===== config.mk =====
export PLATFORM = sky130hd
export DESIGN_NAME = boss_jump_ctrl
export DESIGN_NICKNAME = d
export VERILOG_FILES = /design/src/rtl/boss_jump_ctrl.sv
export SDC_FILE = /design/constraint.sdc
export NUM_CORES = 1
export LEC_CHECK = 0
export BUFFER_PORTS_ARGS = -buffer_cell sky130_fd_sc_hd__buf_2
export CORE_UTILIZATION = 40
export DETAILED_ROUTE_END_ITERATION = 7
export GPL_TIMING_DRIVEN = 1
export RECOVER_POWER = 25
export SYNTH_ARGS = -nofsm -noshare
export SYNTH_HDL_FRONTEND = slang
export SYNTH_SLANG_ARGS = --single-unit

===== constraint.sdc =====
create_clock -name clk -period 3.9 [get_ports clk]
set_input_delay 0.585 -clock clk [delete_from_list [all_inputs] [get_ports clk]]
set_output_delay 0.585 -clock clk [all_outputs]
set_load 0.01 [all_outputs]

===== src/rtl/boss_jump_ctrl.sv =====
// boss_jump_ctrl: boss movement controller.
// The boss waits on the ground for a number of frame ticks. It then hops
// toward the player with the highest aggro, moves horizontally while
// airborne, and lands with a one-clock pulse and a jump-count increment.
// All motion advances only on frame_tick while game_active == 1.
// Optional feature macro: BOSS_ENRAGE_EN. When it is defined, the enrage
// input halves the ground wait and doubles the horizontal step. When it is
// undefined, enrage is ignored.
module boss_jump_ctrl #(
  parameter int NUM_PLAYERS = 2,
  parameter int XW          = 12,
  parameter int HOR_PIXELS  = 1024,
  parameter int VER_PIXELS  = 768,
  parameter int BOSS_LNG    = 64,
  parameter int BOSS_HGT    = 216,
  parameter int GROUND_Y    = VER_PIXELS - 52 - BOSS_HGT,
  parameter int START_X     = HOR_PIXELS - HOR_PIXELS / 4,
  parameter int X_MIN       = BOSS_LNG,
  parameter int X_MAX       = HOR_PIXELS - BOSS_LNG,
  parameter int JUMP_HEIGHT = 350,
  parameter int JUMP_SPEED  = 9,
  parameter int FALL_SPEED  = 9,
  parameter int MOVE_STEP   = 5,
  parameter int WAIT_TICKS  = 30
) (
  input  logic                      clk,
  input  logic                      rst,
  input  logic                      frame_tick,
  input  logic [1:0]                game_active,
  input  logic [NUM_PLAYERS*XW-1:0] player_x,
  input  logic [NUM_PLAYERS*4-1:0]  player_aggro,
  input  logic                      enrage,
  output logic [XW-1:0]             boss_x,
  output logic [XW-1:0]             boss_y,
  output logic [1:0]                boss_state,
  output logic [2:0]                target_idx,
  output logic                      land_pulse,
  output logic [7:0]                jump_count
);

  // Movement phases; the encoding is also the boss_state output.
  typedef enum logic [1:0] {
    ST_WAIT = 2'd0,
    ST_RISE = 2'd1,
    ST_FALL = 2'd2
  } state_e;

  localparam int CW = (WAIT_TICKS < 1) ? 1 : $clog2(WAIT_TICKS + 1);

  // Constants widened to XW+1 bits so that comparisons and sums have room
  // for one carry bit.
  localparam logic [XW:0]   GROUND_W    = (XW+1)'(GROUND_Y);
  localparam logic [XW:0]   RISE_LIM_W  = (XW+1)'(GROUND_Y - JUMP_HEIGHT + JUMP_SPEED);
  localparam logic [XW:0]   X_MIN_W     = (XW+1)'(X_MIN);
  localparam logic [XW:0]   X_MAX_W     = (XW+1)'(X_MAX);
  localparam logic [XW:0]   FALL_W      = (XW+1)'(FALL_SPEED);
  localparam logic [XW-1:0] GROUND_X    = XW'(GROUND_Y);
  localparam logic [XW-1:0] START_XW    = XW'(START_X);
  localparam logic [XW-1:0] JUMP_XW     = XW'(JUMP_SPEED);
  localparam logic [XW-1:0] FALL_XW     = XW'(FALL_SPEED);

  // Registered state
  state_e          state_q;
  logic [XW-1:0]   boss_x_q;
  logic [XW-1:0]   boss_y_q;
  logic [CW-1:0]   wait_cnt_q;
  logic            dir_left_q;
  logic [XW-1:0]   target_x_q;
  logic [2:0]      target_idx_q;
  logic            land_pulse_q;
  logic [7:0]      jump_count_q;

  // Combinational helpers
  logic [3:0]      best_aggro_d;
  logic [2:0]      sel_idx_d;
  logic [XW-1:0]   sel_x_d;
  logic [XW:0]     step_d;
  logic [CW-1:0]   reload_d;
  logic [XW:0]     x_ext_d;
  logic [XW:0]     tx_ext_d;
  logic [XW:0]     x_mv_d;
  logic [XW-1:0]   boss_x_d;
  logic            rise_more_d;
  logic            fall_more_d;

  // Step size and wait reload. With enrage enabled, both are re-evaluated
  // each time they are used.
`ifdef BOSS_ENRAGE_EN
  always_comb begin
    step_d   = enrage ? (XW+1)'(2 * MOVE_STEP) : (XW+1)'(MOVE_STEP);
    reload_d = enrage ? CW'(WAIT_TICKS / 2) : CW'(WAIT_TICKS);
  end
`else
  logic unused_enrage;
  assign unused_enrage = enrage;

  always_comb begin
    step_d   = (XW+1)'(MOVE_STEP);
    reload_d = CW'(WAIT_TICKS);
  end
`endif

  // Target selection: highest aggro wins, and ties keep the lowest index.
  always_comb begin
    best_aggro_d = player_aggro[3:0];
    sel_idx_d    = 3'd0;
    sel_x_d      = player_x[XW-1:0];
    for (int i = 1; i < NUM_PLAYERS; i++) begin
      if (player_aggro[i*4 +: 4] > best_aggro_d) begin
        best_aggro_d = player_aggro[i*4 +: 4];
        sel_idx_d    = 3'(i);
        sel_x_d      = player_x[i*XW +: XW];
      end
    end
  end

  // Horizontal step toward the latched target. The step is clamped so it
  // never passes the target or the travel bounds. The subtraction is guarded
  // so it cannot wrap below zero.
  always_comb begin
    x_ext_d  = {1'b0, boss_x_q};
    tx_ext_d = {1'b0, target_x_q};
    if (dir_left_q) begin
      x_mv_d = (x_ext_d >= step_d) ? (x_ext_d - step_d) : '0;
      if (tx_ext_d > x_mv_d) x_mv_d = tx_ext_d;
      if (X_MIN_W > x_mv_d)  x_mv_d = X_MIN_W;
    end else begin
      x_mv_d = x_ext_d + step_d;
      if (tx_ext_d < x_mv_d) x_mv_d = tx_ext_d;
      if (X_MAX_W < x_mv_d)  x_mv_d = X_MAX_W;
    end
    boss_x_d = x_mv_d[XW-1:0];
  end

  // Vertical decisions: whether another full rise or fall step still fits.
  always_comb begin
    rise_more_d = ({1'b0, boss_y_q} > RISE_LIM_W);
    fall_more_d = (({1'b0, boss_y_q} + FALL_W) < GROUND_W);
  end

  // Movement FSM. All outputs are registered here.
  always_ff @(posedge clk) begin
    if (rst || game_active == 2'd0) begin
      state_q      <= ST_WAIT;
      boss_x_q     <= START_XW;
      boss_y_q     <= GROUND_X;
      wait_cnt_q   <= '0;
      dir_left_q   <= 1'b0;
      target_x_q   <= START_XW;
      target_idx_q <= 3'd0;
      land_pulse_q <= 1'b0;
      jump_count_q <= 8'd0;
    end else if (game_active != 2'd1) begin
      // While frozen, every register holds except the landing pulse.
      land_pulse_q <= 1'b0;
    end else begin
      land_pulse_q <= 1'b0;
      if (frame_tick) begin
        case (state_q)
          ST_WAIT: begin
            if (wait_cnt_q != '0) begin
              wait_cnt_q <= wait_cnt_q - 1'b1;
            end else begin
              state_q      <= ST_RISE;
              target_x_q   <= sel_x_d;
              target_idx_q <= sel_idx_d;
              dir_left_q   <= (sel_x_d < boss_x_q);
              wait_cnt_q   <= reload_d;
            end
          end
          ST_RISE: begin
            boss_x_q <= boss_x_d;
            if (rise_more_d) boss_y_q <= boss_y_q - JUMP_XW;
            else             state_q  <= ST_FALL;
          end
          ST_FALL: begin
            boss_x_q <= boss_x_d;
            if (fall_more_d) begin
              boss_y_q <= boss_y_q + FALL_XW;
            end else begin
              boss_y_q     <= GROUND_X;
              state_q      <= ST_WAIT;
              wait_cnt_q   <= reload_d;
              land_pulse_q <= 1'b1;
              jump_count_q <= jump_count_q + 8'd1;
            end
          end
          default: state_q <= ST_WAIT;
        endcase
      end
    end
  end

  assign boss_x     = boss_x_q;
  assign boss_y     = boss_y_q;
  assign boss_state = state_q;
  assign target_idx = target_idx_q;
  assign land_pulse = land_pulse_q;
  assign jump_count = jump_count_q;

endmodule

# --- After elaboration in Yosys (flattened, before gate mapping) ---
# Index checks and enable logic that the tools add are counted.
op_classes:
  magnitude_cmp: 9
  n_reduce_logical: 14
  muxes: 21
  bitwise: 5
  eq_ne: 7
  addsub: 7
ops:
  columns: ["operator", "n"]
  rows:
  - ["two-way mux 12 bit", 6]
  - ["two-way mux 13 bit", 5]
  - ["one-hot mux 12 bit (2 select lines)", 1]
  - ["AND reduction 4 bit", 4]
  - ["adder 12 x 3 -> 13 bit, second input constant", 1]
  - ["adder 12 x 4 -> 13 bit, second input constant", 1]
  - ["greater-than comparator 12 x 13 -> 1 bit", 1]
  - ["greater-than comparator 7 x 13 -> 1 bit, first input constant", 1]
  - ["< comparator 10 x 13 -> 1 bit, first input constant", 1]
  - ["< comparator 12 x 13 -> 1 bit", 1]
  - ["< comparator 13 x 9 -> 1 bit, second input constant", 1]
  - ["subtractor 12 x 3 -> 13 bit, second input constant", 1]
  - ["adder 12 x 4 -> 12 bit, second input constant", 1]
  - ["greater-or-equal comparator 12 x 3 -> 1 bit, second input constant", 1]
  - ["greater-than comparator 12 x 8 -> 1 bit, second input constant", 1]
  - ["< comparator 12 bit", 1]
  - ["subtractor 12 x 4 -> 12 bit, second input constant", 1]
  - ["two-way mux 5 bit", 2]
  - ["one-hot mux 5 bit (2 select lines)", 1]
  - ["adder 8 x 1 -> 8 bit, second input constant", 1]
  - ["!= test 2 bit, second input constant", 4]
  - ["two-way mux 2 bit", 3]
  - ["one-hot mux 2 bit (3 select lines)", 1]
  - ["NOT 1 bit", 5]
  - ["other kinds (14)", 17]
totals:
  regBits: 56
  elab_cells: 72

# --- Logic depth before layout (Yosys ltp) ---
# Gate-level depths: netlist of run 1.
logic_depth:
  word_depth: 8
  depth_mapped: 17
  ltp_nobuf: 15

# --- Worst setup path after synthesis of run 1 ---
# Ideal clock, no wire load.
synth_timing:
  kind: "reg-to-reg"
  startpoint: "reg boss_x_q[5], in the netlist boss_x[5]"
  endpoint: "reg boss_x_q[4], in the netlist boss_x[4]"
  setup_time_ns: 0.131
  slack_ns: 0.121
  stages_incl_launch_ff: 17
  required_ns: 3.769
  t_arrival_ns: 3.647
  n_path_buf: 4
  period_less_slack_ns: 3.779
  cell_sequence: "dfxtp_1 buf_6 or4_4 or3_1 buf_2 or4_4 buf_6 nand2_1 ha_1 nor2b_1 o21bai_1 a31oi_1 o21ai_0 clkbuf_1 nand4_1 a32oi_2 o21ai_0"
synth_via:
  elab_chain_cells: 8
  word_cells_on_any_way: 15
synth_rtl:
  columns: ["item", "line_no", "text"]
  rows:
  - ["start, declared", "64", "logic [XW-1:0] boss_x_q;"]
  - ["start signal, assigned", "172", "boss_x_q <= boss_x_d;"]
  - ["start signal, assigned", "177", "boss_x_q <= boss_x_d;"]
  - ["subtractor 12 x 3 -> 13 bit or greater-or-equal comparator 12 x 3 -> 1 bit (tied branches)", "124", "x_mv_d = (x_ext_d >= step_d) ? (x_ext_d - step_d) : '0;"]
  - ["two-way mux 13 bit", "124", null]
  - ["greater-than comparator 12 x 13 -> 1 bit", "125", "if (tx_ext_d > x_mv_d) x_mv_d = tx_ext_d;"]
  - ["two-way mux 13 bit", "125", null]
  - ["two-way mux 13 bit", "123", "if (dir_left_q) begin"]
  - ["greater-than comparator 7 x 13 -> 1 bit", "126", "if (X_MIN_W > x_mv_d) x_mv_d = X_MIN_W;"]
  - ["two-way mux 12 bit", "126", null]
  - ["two-way mux 12 bit (*)", "123", null]
# Mark *: on every way between the ends. The rest lies on a longest branch, timed or not. The select of a mux whose other input is x is not followed.
# A chain may end at the register's enable or synchronous reset.

# --- Worst setup path after layout of run 1 ---
layout_timing:
  startpoint: "reg boss_x_q[5], in the netlist boss_x[5]"
  endpoint: "reg boss_x_q[5], in the netlist boss_x[5]"
# The elaborated chain is that of the path after synthesis.

==> out/qor.yml, run 1 <==
path_class: "flop to flop"
chipWidth_um: 111
syn_area_um2: 4770
status: "finished with violations"
setup_viol: 0
wire_per_inst_um: 17.0
grt_pass1_vias: 4850
worstRegToRegCells: 13
cp-end-kind: "flop"
synthArstFlopShare: 0
hold_viol_final: 0
synthToLayoutAreaGrowth_pct: 18.8
grtUsageTotal: 0.242
worst_hold_path.endpoint: "boss_y[11]"
fin_worst_skew_ps: 6.05
synth_compound_area_frac: 0.255
synth_seq_area_share: 0.227
setup.worst_path.start_class: "flop"
ir_drop_uv: 189
io_buffers: 72
drtIter0Drc: 291
grt_max_degree: 45
place_inst: 855
place_hpwl_um: 11300
drtAntennaViolNets: 0
vias_per_cell: 5.86
remaining_drc_errors: 4
placed_cell_area_um2: 5470
clk_root_buffer_cell: "clkbuf_16"
hold_slack_ps: 477
cts_sinks: 54
holdBufCountCts: 0
synthMuxAreaShare: 0.0475
synth_adder_area_share: 0.126
std_cell_rows: 39
tightest_slew_ps: 1130
vias: 5082
gr-total-overflow: 0
synthCells: 635
fmax_ghz: 0.270
synth_cell_type_count: 63
path_max_fanout: 7
totalPowerFinal_mw: 1.42
r2r-end: "boss_x[5]"
violations: "design-rule violations"
insertion_delay_ps: 300
arrival_ps: 3890
grt_pass1_wl_um: 24200
io_pins: 76
routed_wl_um: 14800
slew_violations: 0
firstDrtPassIters: 7
final_util: 0.492
yosys.area_share.simple: 0.230
synth_edf_count: 0
start_util: 0.414
synthFlopType: "dfxtp_1"
layout_commonest_cell: "nor2_1"
required_ps: 4080
yosys_warnings: 0
core_um2: 11500
cts.clk_slew.worst_paths_ps: 70
slew_headroom: 0.244
synth_seq_cells: 54
leakagePower_nw: 2.36
fin_nets: 809
hold_class: "flop to flop"
final_cell_mix: "59 x nor2_1, 54 x dfxtp_1, 54 x buf_2"
die_area_um2: 12400
reg2reg_slack_ps: 190
die_h_um: 111
final.period_utilization: 0.951
synth_xor_xnor_area_share: 0.0496
antenna_found_initial: 0
synth_top_family_by_area: "compound AO/OA/AOI/OAI gates"
drv_cap: 0
fin_cells: 867
drive_gt1_frac: 0.182
syn_avg_cell_area_um2: 7.52
cts_buffer_depth: 2
holdPathStages: 1
timing.rr.start: "boss_x[5]"
power.density_nw_per_um2: 250
min_from: "boss_y[11]"
diodes: 0
cts_buffers: 5
stdcell_area_um2: 5670
fin_crit_ps: 3710
gp_congestion: 0.897
cts_tree: "built"
htree_levels: 2
## report_power, final
part / switching, mW / internal [mW] / leakage (nW)
logic: 0.173 / 0.142 / 1.84
registers: 0.0154 / 0.560 / 0.436
clock network: 0.222 / 0.307 / 0.0844
total: 0.411 / 1.01 / 2.36
## layout make-up
type | instances | area [um2]
clock buffers | 5 | 125
clock inverters | 3 | 47.5
fillers | 1176 | 5850
inverters | 39 | 146
multi-input cells | 506 | 3410
flip-flops and latches | 54 | 1080
well taps | 143 | 179
repair buffers | 117 | 681
## what timing repair did
item | 4_1_cts | 5_1_grt
setup buffers | 0 | 4
resized for setup | 1 | 6
gates cloned | 0 | 0
hold endpoints to repair | 0 | 0
pin swaps | 0 | 2
endpoints found under the setup margin | 7 | 11
## worst max-delay path, stage by stage, from the launching register on
cell and delay [ps]:
dfxtp_1 310, or4_4 530, or3_4 380, nor4_1 330, mux2i_1 300, ha_1 280, nand3_1 120, nor4_1 70
a21oi_1 190, o21ai_2 120, or4_1 440, a32oi_2 270, buf_6 170, o21ai_0 80
## flip-flops by register name (all words and copies together), names as in the netlist
name	flops
boss_x	12
jump_count	8
target_idx	1
boss_state	2
land_pulse	1
dir_left_q	1
boss_y	12
wait_cnt_q	5
target_x_q	12
## kinds of logic (layout without fill, tap and decap cells)
group	Yosys count	count (layout)
multiplexers	21	21
AND/OR/NAND/NOR	224	224
adder cells (fa/ha/maj)	48	48
AO/OA/AOI/OAI	184	184
flip-flops	54	54
other	1	2
buffers and inverters	76	164
XOR/XNOR	27	27
## worst max-delay path by stage
stage,start,end,slack [ps]
after global routing,boss_x[5],boss_x[6],-30
after CTS,boss_x[5],boss_x[5],30
after detailed placement,boss_x[5],boss_x[0],-40
after floorplan,boss_x[5],boss_x[4],120
final,boss_x[5],boss_x[5],190
after global placement,boss_x[5],boss_x[5],-6
## cells in the mapped netlist (13+ instances only)
cell type   n  area share
a21oi_1    48       0.050
clkbuf_1   30       0.024
dfxtp_1    54        0.23
ha_1       48        0.13
inv_1      39       0.031
mux2_2     13       0.031
nand2_1    41       0.032
nand3_1    32       0.034
nor2_1     59       0.046
nor3_1     32       0.034
o21ai_0    37       0.039
xnor2_1    24       0.044
## per-stage QoR
stage               setup TNS (ps)  setup WS (ps)
CTS                              0           34.2
floorplan                        0            121
global route                 -46.7          -26.0
finish                           0            190
global placement             -6.44          -5.83
detailed placement            -242          -37.1
## layer usage
layer | track usage | wire length, um | share of wire
met1 | 0.306 | 6280 | 0.43
met2 | 0.433 | 7320 | 0.50
met3 | 0.0224 | 868 | 0.059
met4 | 0.0685 | 287 | 0.019
met5 | 0 | 0 | 0
Note: power is estimated with default switching activity, not from simulation.
==> run 2, diff against run 1 <==
--- a/config.mk
+++ b/config.mk
@@ -5,9 +5,9 @@
 export SDC_FILE = /design/constraint.sdc
 export NUM_CORES = 1
 export LEC_CHECK = 0
-export BUFFER_PORTS_ARGS = -buffer_cell sky130_fd_sc_hd__buf_2
 export CORE_UTILIZATION = 40
 export DETAILED_ROUTE_END_ITERATION = 7
+export DONT_BUFFER_PORTS = 1
 export GPL_TIMING_DRIVEN = 1
 export RECOVER_POWER = 25
 export SYNTH_ARGS = -nofsm -noshare
==> run 2 against run 1 <==
  * Maximum frequency fell by 2.6%
  * Core utilization fell by 2.9 points
  * Combinational power fell by 7.0%
  * The run still ends with design-rule violations left
  * Critical path type unchanged
==> out/qor.yml, run 2 (synthesized netlist as in run 1, its figures left out) <==
hold_viol_final: 0  # unchanged
io_pins: 76  # unchanged
gp_congestion: 0.923  # +2.8%
clk_root_buffer_cell: "clkbuf_16"
violations: "design-rule violations"
path_class: "flop to flop"
final_cell_mix: "59 x nor2_1, 54 x dfxtp_1, 48 x a21oi_1, 48 x ha_1, 40 x nand2_1"
htree_levels: 2  # unchanged
grt_pass1_wl_um: 24000  # -1.1%
chipWidth_um: 111  # unchanged
power.density_nw_per_um2: 263  # +4.9%
std_cell_rows: 39  # unchanged
placed_cell_area_um2: 5100  # -6.8%
slew_violations: 0  # unchanged
totalPowerFinal_mw: 1.40  # -1.3%
stdcell_area_um2: 5340  # -5.9%
setup_viol: 0  # unchanged
met1Wirelength_um: 6170  # -1.8%
hold_class: "flop to flop"
layout_commonest_cell: "nor2_1"
cts.clk_slew.worst_paths_ps: 80  # about the same
drv_cap: 0  # unchanged
ir_drop_uv: 169  # -10%
core_um2: 11500  # unchanged
gr-total-overflow: 0  # unchanged
path_max_fanout: 7  # unchanged
drtIter0Drc: 244  # -16%
status: "finished with violations"
antenna_found_initial: 0  # unchanged
wire_per_inst_um: 18.7  # +10%
final.period_utilization: 0.976  # +0.0251
firstDrtPassIters: 6  # -1
routed_wl_um: 14800  # +0.64%
required_ps: 4110  # +30 ps
drive_gt1_frac: 0.126  # -0.0562
grt_max_degree: 45  # unchanged
cts_buffers: 5  # unchanged
synthToLayoutAreaGrowth_pct: 11.8
insertion_delay_ps: 300  # about the same
setup-tns-final_ps: 0  # unchanged
die_h_um: 111  # unchanged
grtUsageTotal: 0.238  # -0.00389
start_util: 0.414  # unchanged
io_buffers: 0  # -100%
vias: 4918  # -3.2%
leakagePower_nw: 2.11  # -11%
diodes: 0  # unchanged
vias_per_cell: 6.20  # +5.8%
detailedPlace.worstSlack_ps: -19.3  # +17.8 ps
setup.worst_path.start_class: "flop"
cp-end-kind: "flop"
cts_tree: "built"
remaining_drc_errors: 4  # unchanged
grt_pass1_vias: 4740  # -2.3%
tightest_slew_ps: 1010  # -121 ps
fin_crit_ps: 3810  # +97.8 ps
drtAntennaViolNets: 0  # unchanged
highest_layer: "met4"
final_util: 0.463  # -0.0290
fmax_ghz: 0.263  # -2.6%
cts_sinks: 54  # unchanged
wl_met3_um: 959  # +10%
fin_worst_skew_ps: 7.64  # +1.59 ps
arrival_ps: 4020  # +130 ps
cts_buffer_depth: 2  # unchanged
met2WireLength_um: 7410  # +1.3%
slew_headroom: 0.312  # +0.0685
fin_nets: 735  # -9.1%
place_hpwl_um: 11300  # about the same
setup_slack_ps: 92.0  # -97.8 ps
die_area_um2: 12400  # unchanged
-- run 2: final timing paths --
check	endpoint	cells past startpoint	from	slack (ps)
worst max register to register	boss_x[3]	13	boss_x[5]	90
worst max-delay path	boss_x[3]	13	boss_x[5]	90
worst min register to register	wait_cnt_q[1]	2	wait_cnt_q[1]	500
worst min-delay path	wait_cnt_q[1]	2	wait_cnt_q[1]	500
-- run 2: per-stage QoR --
step           hold slack, ps  std cells
2_1_floorplan             470        636
3_3_place_gp              487        782
3_5_place_dp              493        782
4_1_cts                   505        790
5_1_grt                   528        793
6_report                  504        793
-- run 2: timing repair --
action,CTS,global route
hold buffers,0,0
hold endpoints to repair,0,0
resized for setup,1,11
gates cloned,0,1
endpoints found under the setup margin,7,10
pin swaps,0,5
setup buffers,0,2
-- run 2: cell type report --
cell class	count	area, um2
clock buffer	5	125
clock inverter	3	47.5
fill	1169	6180
inverter	39	146
multi-input combinational	507	3440
sequential	54	1080
tap	143	179
timing repair buffer	42	312
-- run 2: routing by layer --
metal / track usage / vias up
li1: - / 2367
met1: 0.288 / 2339
met2: 0.432 / 186
met3: 0.0339 / 26
met4: 0.0694 / 0
met5: 0 / -
-- run 2: critical path: stages, from the launching register on --
cell	delay (ps)
dfxtp_1	310
or4_4	530
or3_4	430
or4_4	550
nand2_2	120
ha_1	180
nand4_1	110
nor4_1	330
a21oi_1	120
o21a_1	180
buf_4	180
nand2_1	120
mux2_2	360
o31ai_1	190
-- run 2: power breakdown --
group | switching [mW] | internal, mW | leakage, nW
Clock | 0.225 | 0.307 | 0.0844
Sequential | 0.0165 | 0.560 | 0.436
Combinational | 0.167 | 0.125 | 1.58
Total | 0.409 | 0.992 | 2.11
==> run 3, diff against run 2 <==
--- a/config.mk
+++ b/config.mk
@@ -5,6 +5,7 @@
 export SDC_FILE = /design/constraint.sdc
 export NUM_CORES = 1
 export LEC_CHECK = 0
+export ABC_AREA = 1
 export CORE_UTILIZATION = 40
 export DETAILED_ROUTE_END_ITERATION = 7
 export DONT_BUFFER_PORTS = 1
==> run 3 against run 2 <==
  * The flow still finishes with violations (design-rule violations)
  * Worst hold slack got worse by 14 ps
  * Critical path depth increased by 7
  * Area after synthesis decreased by 0.24%
  * Highest routed layer unchanged
  * Core utilization decreased by 2.3 points
  * Maximum frequency increased by 7.6%
  * Largest cell class unchanged
  * Sequential share of layout area increased by 1.1 points
  * First-iteration DRC count decreased by 9.4%
  * Clock skew decreased by 3.8 ps
  * Sequential power increased by 0.9%
==> out/qor.yml, run 3 <==
status: "finished with violations"
violations: "design-rule violations"
setup-tns-final_ps: 0  # unchanged
htree_levels: 2  # unchanged
cts_tree: "built"
cts.clk_slew.worst_paths_ps: 70  # about the same
synth_area_leaders: "dfxtp_1 23%, ha_1 13%, nand2_1 10%"
timing.rr.start: "boss_x[0]"
synth_seq_cells: 54  # unchanged
cpPeakStageDelay_ps: 530  # -20 ps
die_h_um: 111  # -0.12%
rsz0062_at_grt: "no"
synth_cell_type_count: 44  # -30%
fillCellCount: 1201  # +2.7%
cp_slowest_cell: "dfxtp_1"
wire_per_inst_um: 14.6  # -22%
antenna_found_initial: 0  # unchanged
holdBufCountCts: 0  # unchanged
crit_path_end: "boss_x[6]"
die_area_um2: 12300  # -0.23%
yosys.area.top_type_share: 0.227  # +0.000536
clk_root_buffer_cell: "clkbuf_16"
drive_gt1_frac: 0.107  # -0.0194
core_um2: 11500  # unchanged
slew_headroom: 0.390  # +0.0775
yosysMostFrequentCell: "nand2_1"
io_pins: 76  # unchanged
hold_slack_ps: 490  # -14.3 ps
drtIter0Drc: 221  # -9.4%
final_cell_mix: "131 x nand2_1, 94 x inv_1, 65 x a21oi_1"
slew_violations: 0  # unchanged
drtAntennaViolNets: 0  # unchanged
cts_buffer_depth: 2  # unchanged
met2WireLength_um: 5860  # -21%
ir_drop_uv: 188  # +11%
std_cell_rows: 39  # unchanged
place_inst: 846  # +8.2%
hold_viol_final: 0  # unchanged
worstRegToRegCells: 20  # +7
path_max_fanout: 12  # +5
io_buffers: 0  # unchanged
grt_pass1_wl_um: 21100  # -12%
cts_sinks: 54  # unchanged
start_util: 0.413  # -0.000978
grtUsageTotal: 0.210  # -0.0275
tightest_slew_ps: 915  # -91.2 ps
setup_viol: 0  # unchanged
remaining_drc_errors: 7  # +3
drv_cap: 0  # unchanged
final.period_utilization: 0.907  # -0.0693
hold_class: "flop to flop"
reg2reg_slack_ps: 360  # +270 ps
met1Wirelength_um: 5570  # -9.6%
wl_met3_um: 657  # -31%
firstDrtPassIters: 7  # +1
critPathLaunch: "boss_x[0]"
cp_common_cell: "nand2_1"
cts_buffers: 5  # unchanged
syn_avg_cell_area_um2: 6.65  # -12%
cp.depth: 20  # +7
gp_congestion: 0.905  # -1.9%
synthArstFlopShare: 0  # unchanged
path_class: "flop to flop"
arrival_ps: 3760  # -260 ps
diodes: 0  # unchanged
yosys_warnings: 0  # unchanged
synth_edf_count: 0  # unchanged
vias_per_cell: 5.36  # -13%
ys_top_cells_by_count: "131 x nand2_1, 94 x inv_1, 65 x a21oi_1"
insertion_delay_ps: 300  # about the same
synthCells: 716  # +13%
synth_area_leader_cell: "dfxtp_1"
chipWidth_um: 111  # -0.12%
synth_seq_area_share: 0.227  # +0.000536
cp-end-kind: "flop"
synthToLayoutAreaGrowth_pct: 6.52
grt_pass1_vias: 4415  # -6.9%
place_hpwl_um: 9930  # -12%
leakagePower_nw: 2.39  # +13%
highest_layer: "met4"
power.density_nw_per_um2: 275  # +4.6%
path_buf_inv: 1  # unchanged
gr-total-overflow: 0  # unchanged
routed_wl_um: 12500  # -16%
synthFlopType: "dfxtp_1"
layout_commonest_cell: "nand2_1"
critical_path.top_delay_family: "simple AND/OR/NAND/NOR gates"
fin_crit_ps: 3540  # -270 ps
vias: 4587  # -6.7%
r2r-end: "boss_x[6]"
syn_area_um2: 4760  # -0.24%
fin_nets: 797  # +8.4%
setup.worst_path.start_class: "flop"
grt_max_degree: 30  # -33%
fin_worst_skew_ps: 3.80  # -3.84 ps
crit_chain: "ha_1, nand2_1, nor2_1, nand2_1, nand2_2, and3_1, inv_1, ha_1, nand3_1, nor3_1, nand2_1, nand2_1, nand3_4, nand2_1, o21ai_1, nor2_2, nand2_2, a21oi_1, nand2_1, a21oi_2"
required_ps: 4120  # about the same
fin_cells: 855  # +7.8%
fmax_ghz: 0.283  # +7.6%
final_util: 0.440  # -0.0229
-- run 3: report_power, final --
part           total [mW]  switching, mW  internal [mW]
registers           0.581         0.0185          0.563
logic               0.323          0.209          0.114
clock network       0.488          0.213          0.275
-- run 3: worst reg2reg max path: cells and delay by family, from the launching register on --
family | cells | cell delay [ps]
buffers and inverters | 1 | 50
AOI/OAI and AO/OA | 3 | 360
and+or+nand+nor | 14 | 2010
adders and majority gates | 2 | 500
DFF | 1 | 530
-- run 3: timing repair --
| action | CTS | global route |
|---|---|---|
| endpoints found under the setup margin | 0 | 7 |
| gates resized for setup | 0 | 3 |
| setup buffers | 0 | 1 |
-- run 3: kinds of logic (layout without fill, tap and decap cells) --
kind of cell	Yosys count	count (layout)	synth area share
simple gates	297	297	0.293
compound gates	159	159	0.187
buf+inv	128	123	0.107
flops	54	54	0.227
fa+ha+maj	48	48	0.126
xor+xnor	18	18	0.0331
mux	11	11	0.0260
other cells	1	2	0.000788
-- run 3: layout make-up --
| class | instances | area [um2] | area share |
|---|---|---|---|
| multi-input cells | 535 | 3180 | 0.628 |
| well taps | 143 | 179 | 0.0353 |
| clock buffers | 7 | 153 | 0.0301 |
| inverters | 106 | 398 | 0.0785 |
| clock inverters | 1 | 8.76 | 0.00173 |
| flip-flops and latches | 54 | 1080 | 0.213 |
| repair buffers | 9 | 67.6 | 0.0133 |
-- run 3: worst min path at each step --
| stage | start | end | slack (ps) | depth (start not counted) |
|---|---|---|---|---|
| 2_1_floorplan | wait_cnt_q[4] | wait_cnt_q[4] | 450 | 2 |
| 3_3_place_gp | wait_cnt_q[4] | wait_cnt_q[4] | 460 | 2 |
| 3_5_place_dp | wait_cnt_q[4] | wait_cnt_q[4] | 490 | 2 |
| 4_1_cts | wait_cnt_q[4] | wait_cnt_q[4] | 500 | 2 |
| 5_1_grt | wait_cnt_q[3] | wait_cnt_q[3] | 520 | 2 |
| 6_report | wait_cnt_q[4] | wait_cnt_q[4] | 490 | 2 |
-- run 3: through the flow --
step           total power, mW  area, um2  setup WS, ps
5_1_grt                   1.47       5070          29.0
2_1_floorplan            0.850       4760           892
3_3_place_gp             0.907       4890           354
6_report                  1.39       5070           362
3_5_place_dp             0.914       4890           337
4_1_cts                   1.40       5050           304
-- run 3: per-layer routing --
layer	vias up	GRT usage
met5	-	0
li1	2373	-
met4	0	0.0928
met3	26	0.0290
met1	2063	0.261
met2	125	0.361
